==> src/rtl/demux1_2_stream.sv <==
// demux1_2_stream
//   Packet-level 1-to-2 stream demultiplexer. The destination is taken from
//   i_in_sel on the first beat of each packet and held until the beat with
//   i_in_last. Each output is fed from its own small FIFO, so a stalled
//   consumer never blocks the other lane.
//
// Ports
//   i_clk, i_rst_n            clock, asynchronous active-low reset
//   i_in_valid / o_in_ready   input handshake
//   i_in_data, i_in_sel       input payload and destination (first beat only)
//   i_in_last                 final beat of packet
//   o_outN_valid / i_outN_ready, o_outN_data, o_outN_last   output lanes N=0,1
//   o_busy                    multi-beat packet in progress
//   o_pkt_cnt0/1              packets fully pushed into FIFO0/FIFO1 (wrapping)
//
// FSM states
//   state    | meaning
//   S_IDLE   | between packets; next beat's i_in_sel picks the lane
//   S_ROUTE0 | mid-packet, beats go to lane 0
//   S_ROUTE1 | mid-packet, beats go to lane 1
module demux1_2_stream #(
  parameter int DATA_W = 8,
  parameter int DEPTH  = 2,
  parameter int CNT_W  = 8
) (
  input  logic              i_clk,
  input  logic              i_rst_n,
  input  logic              i_in_valid,
  output logic              o_in_ready,
  input  logic [DATA_W-1:0] i_in_data,
  input  logic              i_in_sel,
  input  logic              i_in_last,
  output logic              o_out0_valid,
  input  logic              i_out0_ready,
  output logic [DATA_W-1:0] o_out0_data,
  output logic              o_out0_last,
  output logic              o_out1_valid,
  input  logic              i_out1_ready,
  output logic [DATA_W-1:0] o_out1_data,
  output logic              o_out1_last,
  output logic              o_busy,
  output logic [CNT_W-1:0]  o_pkt_cnt0,
  output logic [CNT_W-1:0]  o_pkt_cnt1
);

  localparam int PTR_W = (DEPTH > 1) ? $clog2(DEPTH) : 1;
  localparam logic [PTR_W:0] L_FULL = (PTR_W+1)'(DEPTH);

  localparam logic [1:0] S_IDLE   = 2'd0;
  localparam logic [1:0] S_ROUTE0 = 2'd1;
  localparam logic [1:0] S_ROUTE1 = 2'd2;

  logic [1:0]        r_state;
  logic [1:0]        w_state_nxt;
  // Each entry is {data, last}.
  logic [DATA_W:0]   r_mem     [2][DEPTH];
  logic [PTR_W-1:0]  r_wptr    [2];
  logic [PTR_W-1:0]  r_rptr    [2];
  logic [PTR_W:0]    r_count   [2];
  logic [CNT_W-1:0]  r_pkt_cnt [2];

  logic       w_target;
  logic       w_push;
  logic [1:0] w_full;
  logic [1:0] w_push_n;
  logic [1:0] w_pop;

  always_comb begin
    w_target    = (r_state == S_IDLE) ? i_in_sel : (r_state == S_ROUTE1);
    w_full[0]   = (r_count[0] == L_FULL);
    w_full[1]   = (r_count[1] == L_FULL);
    // Readiness looks only at the target FIFO's occupancy, never at a
    // same-cycle pop, so there is no ready path from the output side.
    o_in_ready  = !w_full[w_target];
    w_push      = i_in_valid && o_in_ready;
    w_push_n[0] = w_push && !w_target;
    w_push_n[1] = w_push &&  w_target;
    w_pop[0]    = (r_count[0] != '0) && i_out0_ready;
    w_pop[1]    = (r_count[1] != '0) && i_out1_ready;
  end

  always_comb begin
    w_state_nxt = r_state;
    if (w_push) begin
      if (i_in_last)
        w_state_nxt = S_IDLE;
      else if (r_state == S_IDLE)
        w_state_nxt = i_in_sel ? S_ROUTE1 : S_ROUTE0;
    end
    // The unused encoding falls back to idle.
    if (r_state == 2'd3)
      w_state_nxt = S_IDLE;
  end

  always_ff @(posedge i_clk or negedge i_rst_n) begin
    if (!i_rst_n) begin
      r_state <= S_IDLE;
      for (int n = 0; n < 2; n++) begin
        r_wptr[n]    <= '0;
        r_rptr[n]    <= '0;
        r_count[n]   <= '0;
        r_pkt_cnt[n] <= '0;
        for (int d = 0; d < DEPTH; d++)
          r_mem[n][d] <= '0;
      end
    end else begin
      r_state <= w_state_nxt;
      for (int n = 0; n < 2; n++) begin
        if (w_push_n[n]) begin
          r_mem[n][r_wptr[n]] <= {i_in_data, i_in_last};
          r_wptr[n]           <= r_wptr[n] + PTR_W'(1);
          if (i_in_last)
            r_pkt_cnt[n] <= r_pkt_cnt[n] + CNT_W'(1);
        end
        if (w_pop[n])
          r_rptr[n] <= r_rptr[n] + PTR_W'(1);
        case ({w_push_n[n], w_pop[n]})
          2'b10:   r_count[n] <= r_count[n] + (PTR_W+1)'(1);
          2'b01:   r_count[n] <= r_count[n] - (PTR_W+1)'(1);
          default: r_count[n] <= r_count[n];
        endcase
      end
    end
  end

  assign o_out0_valid = (r_count[0] != '0);
  assign o_out0_data  = r_mem[0][r_rptr[0]][DATA_W:1];
  assign o_out0_last  = r_mem[0][r_rptr[0]][0];
  assign o_out1_valid = (r_count[1] != '0);
  assign o_out1_data  = r_mem[1][r_rptr[1]][DATA_W:1];
  assign o_out1_last  = r_mem[1][r_rptr[1]][0];
  assign o_busy       = (r_state != S_IDLE);
  assign o_pkt_cnt0   = r_pkt_cnt[0];
  assign o_pkt_cnt1   = r_pkt_cnt[1];

endmodule

==> config.mk <==
export PLATFORM = sky130hd
export DESIGN_NAME = demux1_2_stream
export DESIGN_NICKNAME = d
export VERILOG_FILES = /design/src/rtl/demux1_2_stream.sv
export SDC_FILE = /design/constraint.sdc
export NUM_CORES = 1
export LEC_CHECK = 0
export CORE_MARGIN = 2
export CORE_UTILIZATION = 35
export DETAILED_ROUTE_END_ITERATION = 12
export DONT_BUFFER_PORTS = 1
export HOLD_SLACK_MARGIN = 0.15
export PLACE_DENSITY = 0.59
export SKIP_LAST_GASP = 1
export SLEW_MARGIN = 25
export SYNTH_ARGS = -nofsm -noshare
export SYNTH_HDL_FRONTEND = slang
export SYNTH_SLANG_ARGS = --single-unit
==> constraint.sdc <==
create_clock -name i_clk -period 2.1 [get_ports i_clk]
set_input_delay 0.21 -clock i_clk [delete_from_list [all_inputs] [get_ports i_clk]]
set_output_delay 0.21 -clock i_clk [all_outputs]
set_load 0.01 [all_outputs]
# --- After elaboration in Yosys (flattened, before gate mapping) ---
# Cells that the tools add are included.
word_totals:
  romBits: 0
  reg_bits: 62
  out_inout_bits: 38
  word_cells: 84
  latchBits: 0
  ramBits: 0
  in_bits: 15
  memories: 0
classes:
  shift: 0
  mux: 22
  eq_ne: 8
  add_sub_neg: 10
  reduce_logical: 20
  div_mod_pow: 0
  magnitude_cmp: 7
  mul: 0
  bitwise: 4
op_table:
  columns: ["cell", "count"]
  rows:
  - ["9-bit 2-to-1 mux", 8]
  - ["18-bit bitwise mux", 2]
  - ["9-bit demux with 1-bit select", 2]
  - ["8-bit by 1-bit adder with 8-bit output, second input constant", 2]
  - ["2-bit == test, second input constant", 6]
  - ["2-bit nonzero test", 6]
  - ["2-bit 2-to-1 mux", 5]
  - ["2-bit >= comparator, second input constant", 4]
  - ["1-bit NOT with 2-bit output", 4]
  - ["2-bit one-hot mux with 2 select lines", 2]
  - ["1-bit logical AND", 7]
  - ["2-bit AND reduction", 3]
  - ["1-bit adder, second input constant", 4]
  - ["2-bit by 1-bit adder with 2-bit output, second input constant", 2]
  - ["2-bit by 1-bit == test with 1-bit output, second input constant", 2]
  - ["2-bit by 1-bit less-than comparator with 1-bit output, second input constant", 2]
  - ["2-bit by 1-bit subtractor with 2-bit output, second input constant", 2]
  - ["1-bit 2-to-1 mux", 3]
  - ["3-bit nonzero test", 1]
  - ["1-bit logical NOT", 2]
  - ["2-bit logical NOT", 1]
  - ["1-bit by 2-bit less-than comparator with 1-bit output, second input constant", 1]

# --- Logic depth before layout (Yosys ltp) ---
depth:
  ltp_word: 9
  mapped_depth: 6
  ltp_nobuf: 6

# --- Worst setup path after synthesis ---
# No wires, ideal clock.
synth_timing:
  path_type: "register to register"
  start: "reg r_count[0] (netlist bit)"
  end: "reg r_count[1] (netlist bit)"
  t_required_ps: 2021
  setup_slack_ps: 535
  setup_time_ps: 79
  stages_incl_launch_ff: 6
  arrival_time_ps: 1486
  synth_period_minus_slack_ps: 1565
  n_path_buf: 0
  path_cell_list: "dfrtp_1 -> or2_2 -> and2_1 -> ha_1 -> nor2_1 -> xor2_1"
synth_between:
  elab_cells_between_ends: 14
  cone_classes: "2 x add/sub; 3 x eq/ne; 3 x mux; 6 x reduce/logical"
synth_rtl:
  columns: ["item", "line_no", "text"]
  rows:
  - ["start: declaration", "59", "logic [PTR_W:0] r_count [2];"]
  - ["start signal: indexed assignment", "118", "2'b10: r_count[n] <= r_count[n] + (PTR_W+1)'(1);"]
  - ["start signal: indexed assignment", "119", "2'b01: r_count[n] <= r_count[n] - (PTR_W+1)'(1);"]
  - ["start signal: indexed assignment", "120", "default: r_count[n] <= r_count[n];"]
  - ["2-bit nonzero test *", null, null]
  - ["named net o_out1_valid", "37", "output logic o_out1_valid,"]
  - ["1-bit logical AND *", "79", "w_pop[1] = (r_count[1] != '0) && i_out1_ready;"]
  - ["named net w_pop[1]", "66", "logic [1:0] w_pop;"]
  - ["2-bit by 1-bit == test with 1-bit output / 2-bit == test (equally long branches)", "117", "case ({w_push_n[n], w_pop[n]})"]
  - ["2-bit one-hot mux with 2 select lines / 2-bit nonzero test (equally long branches)", null, null]
# The timed path passes the listed nets; every way through them passes the cells marked *. The select of a mux whose other input is x is not followed.
# A chain may end at the register's enable or synchronous reset.

# --- Worst setup path after layout ---
layout_timing:
  start: "reg r_state[1]"
  end: "reg r_mem[34] (netlist bit)"
layout_between:
  elab_chain_cells: 7
  elab_cells_between_ends: 9
  cone_classes: "1 x eq/ne; 3 x mux; 5 x reduce/logical"
layout_lines:
  columns: ["item", "line_no", "text"]
  rows:
  - ["start: declaration", "53", "logic [1:0] r_state;"]
  - ["start signal: assignment", "107", "r_state <= w_state_nxt;"]
  - ["2-bit == test / 2-bit logical NOT (equally long branches)", "69", "w_target = (r_state == S_IDLE) ? i_in_sel : (r_state == S_ROUTE1);"]
  - ["1-bit 2-to-1 mux *", "69", null]
  - ["1-bit 2-to-1 mux (not written as such) (2 in series)", "74", "o_in_ready = !w_full[w_target];"]
  - ["1-bit logical NOT", "74", null]
  - ["1-bit logical AND", "75", "w_push = i_in_valid && o_in_ready;"]
  - ["1-bit logical AND *", "76", "w_push_n[0] = w_push && !w_target;"]
  - ["end signal: indexed assignment", "110", "r_mem[n][r_wptr[n]] <= {i_in_data, i_in_last};"]
  - ["end: declaration", "56", "logic [DATA_W:0] r_mem [2][DEPTH];"]
# Mark *: on every way between the ends. The rest lies on a longest branch, timed or not. The select of a mux whose other input is x is not followed.

==> results.json <==
{
  "status": "complete, no violations",
  "crit_path_start_kind": "flip-flop",
  "power.leakage_uw": 0.001415,
  "stdcell_area_um2": 3294,
  "period_share_pct": 82.26,
  "synth-edff-count": 0,
  "cts_resized": 0,
  "cts.clk_slew.worst_paths_ns": 0.07,
  "slew_headroom_pct": 56.60,
  "post-dp-hpwl_um": 3453,
  "path_class": "flip-flop to flip-flop",
  "grt-ovfl-total": 0,
  "synthDominantCellAreaShare_pct": 54.67,
  "worst_ir_drop_vdd_mv": 0.4104,
  "timing.fmax_mhz": 578.9,
  "critPathMaxFanout": 10,
  "fin_skew_ns": 0.009806,
  "yosys_warnings": 0,
  "cts_root_buffer": "clkbuf_8",
  "post_drt_via_cell_ratio": 4.736,
  "drv_cap": 0,
  "grt_max_degree": 63,
  "grt_pass1_vias": 1634,
  "cp.arrival_ns": 1.95,
  "cts_tree": "yes",
  "groute.usage.overall_pct": 13.29,
  "via_count": 1525,
  "rsz0062_at_grt": "false",
  "drt-initial-drc-count": 72,
  "clock_latency_ns": 0.34,
  "wl_per_cell_um": 16.50,
  "syn_nets": 213,
  "finalMaxSlewViolations": 0,
  "fin_setup_tns_ns": 0,
  "wl_um": 5312,
  "ys_ff_latch": 62,
  "place.gp.congestion": 0.7487,
  "syn-instance-count": 194,
  "num_io_pins": 53,
  "yosysMostFrequentCell": "dfrtp_1",
  "crit_path_end_kind": "flip-flop",
  "clock_path_buffers": 2,
  "die_h_um": 94.05,
  "synth_cell_types": 31,
  "synthArstFlopShare_pct": 100.0,
  "synth_top_cell_by_area": "dfrtp_1",
  "dp_slack_ns": 0.3616,
  "period_needed_ns": 1.727,
  "report.final.hold_viol_count": 0,
  "dpl_cell_area_um2": 2939,
  "postCtsSetupBuffers": 0,
  "synth_area_leaders": "dfrtp_1 (55%), mux2_2 (19%), xnor2_1 (5.2%)",
  "switching_share_pct": 34.78,
  "die_area_um2": 8844,
  "hold_class": "input port to flip-flop",
  "synth.avg_cell_area_um2": 14.63,
  "die_w_um": 94.05,
  "yosysSeqAreaShare_pct": 54.67,
  "worstPathRequired_ns": 2.32,
  "initial_core_util_pct": 36.35,
  "layout_setup_ws_ns": 0.3726,
  "ant_nets": 0,
  "cts_buffers": 9,
  "p_sw_uw": 1746,
  "setup_viol": 0,
  "drc": 0,
  "n_antenna_cell": 0,
  "antenna_found_initial": 0,
  "clock_power_share_pct": 20.6,
  "rows": 32,
  "p_seq_share_pct": 44.4,
  "p_comb_share_pct": 34.9,
  "tightest_slew_ns": 0.6510,
  "clock-sinks": 62,
  "power_per_cell_area_nw_per_um2": 1524,
  "grt_pass1_wl_um": 8783,
  "final_nets": 234,
  "cts_max_level": 3,
  "portBuffers": 0,
  "first_pass_iters": 4,
  "ys_top_cells_by_count": "dfrtp_1 (62), mux2_2 (48), xnor2_1 (17)",
  "drive_above_1_share_pct": 40.00,
  "synth_ff_type": "dfrtp_1",
  "p_int_uw": 3275,
  "coreArea_um2": 7807,
  "area_delta_synth_final_pct": 16.09,
  "syn_area_um2": 2838
}
-- cell families (layout without fill, tap and decap cells) --
family / Yosys count / in the layout / synth area share [%]
flip-flops: 62 / 62 / 54.67
multiplexers: 57 / 57 / 23.81
AND/OR/NAND/NOR: 39 / 39 / 10.14
XOR/XNOR: 23 / 23 / 7.099
buffers and inverters: 5 / 31 / 1.058
adder cells (fa/ha/maj): 4 / 4 / 1.764
AO/OA/AOI/OAI: 4 / 4 / 1.455
-- worst max-delay path, stage by stage, from the launching register on --
cell and delay [ns]:
dfrtp_1 0.44, o21bai_4 0.22, nand3_4 0.10, or2_1 0.47, mux2_4 0.39
-- layer usage --
metal / GRT usage, % / up-vias / wire (um)
met1: 17.33 / 758 / 2454
met5: 0 / - / 0
met4: 5.435 / 0 / 78
met3: 4.896 / 5 / 249
li1: - / 738 / -
met2: 20.00 / 24 / 2530
-- registers in the layout, indices dropped and copies added (netlist names) --
register and flops:
r_state 2, o_pkt_cnt0 8, o_pkt_cnt1 8, r_count 4, r_wptr 2, r_rptr 2
r_mem 36
-- final timing paths --
| kind | to | cells after the start | slack (ns) | start |
|---|---|---|---|---|
| min | r_rptr[0] | 2 | 0.17 | i_out1_ready |
| min reg2reg | r_mem[7] | 1 | 0.50 | r_mem[7] |
| max in group asynchronous | o_pkt_cnt0[5] | 2 | 1.42 | i_rst_n |
| max reg2reg | r_mem[34] | 4 | 0.37 | r_state[1] |
| max | r_mem[34] | 4 | 0.37 | r_state[1] |
| min in group asynchronous | r_mem[33] | 2 | 0.41 | i_rst_n |
-- metrics by stage --
step	std cells	utilization, %	hold slack, ns	total power, uW
after floorplan	194	-	-0.08559	3645
after global placement	292	37.64	-0.08452	3941
after detailed placement	292	37.64	-0.08460	3978
after CTS	322	42.20	0.1589	5102
after global routing	322	42.20	0.1885	5383
final	322	42.20	0.1678	5021
-- power by group through the flow --
stage	clock, uW	combinational [uW]	sequential (uW)
finish	1040	1750	2230
floorplan	0	1580	2070
global route	1140	1920	2320
CTS	1070	1800	2230
detailed placement	0	1730	2250
global placement	0	1700	2240
-- timing repair --
| action | in CTS | in global routing |
|---|---|---|
| setup endpoints to repair | 0 | 0 |
| hold endpoints to repair | 103 | 0 |
| hold buffers | 14 | 0 |
-- layout by cell type, fill, tap and decap left out, types with 2 or more instances in the layout --
cell and n:
dlygate4sd3_1 13, mux2_4 9, nand3_1 2, clkinv_2 2
nand4_2 2, ha_1 4, xnor2_1 17, nor2_1 2
and2_1 2, a31oi_1 2, and3_1 3, nor3_1 2
mux2_2 48, nand2_1 5, nand4_1 8, dfrtp_1 62
and4_1 2, clkinv_4 2, xor2_1 6, clkbuf_8 9
or2_2 3
-- cell type report --
cell class                      instances  area [um2]
Tap cell                              102       127.6
Clock buffer                            9       123.9
Inverter                                1       3.754
Sequential cell                        62        1551
Multi-Input combinational cell        127        1256
Clock inverter                          7       73.82
Timing Repair Buffer                   14       157.7
Fill cell                             720        4513
Power figures use the tool's default switching activity.
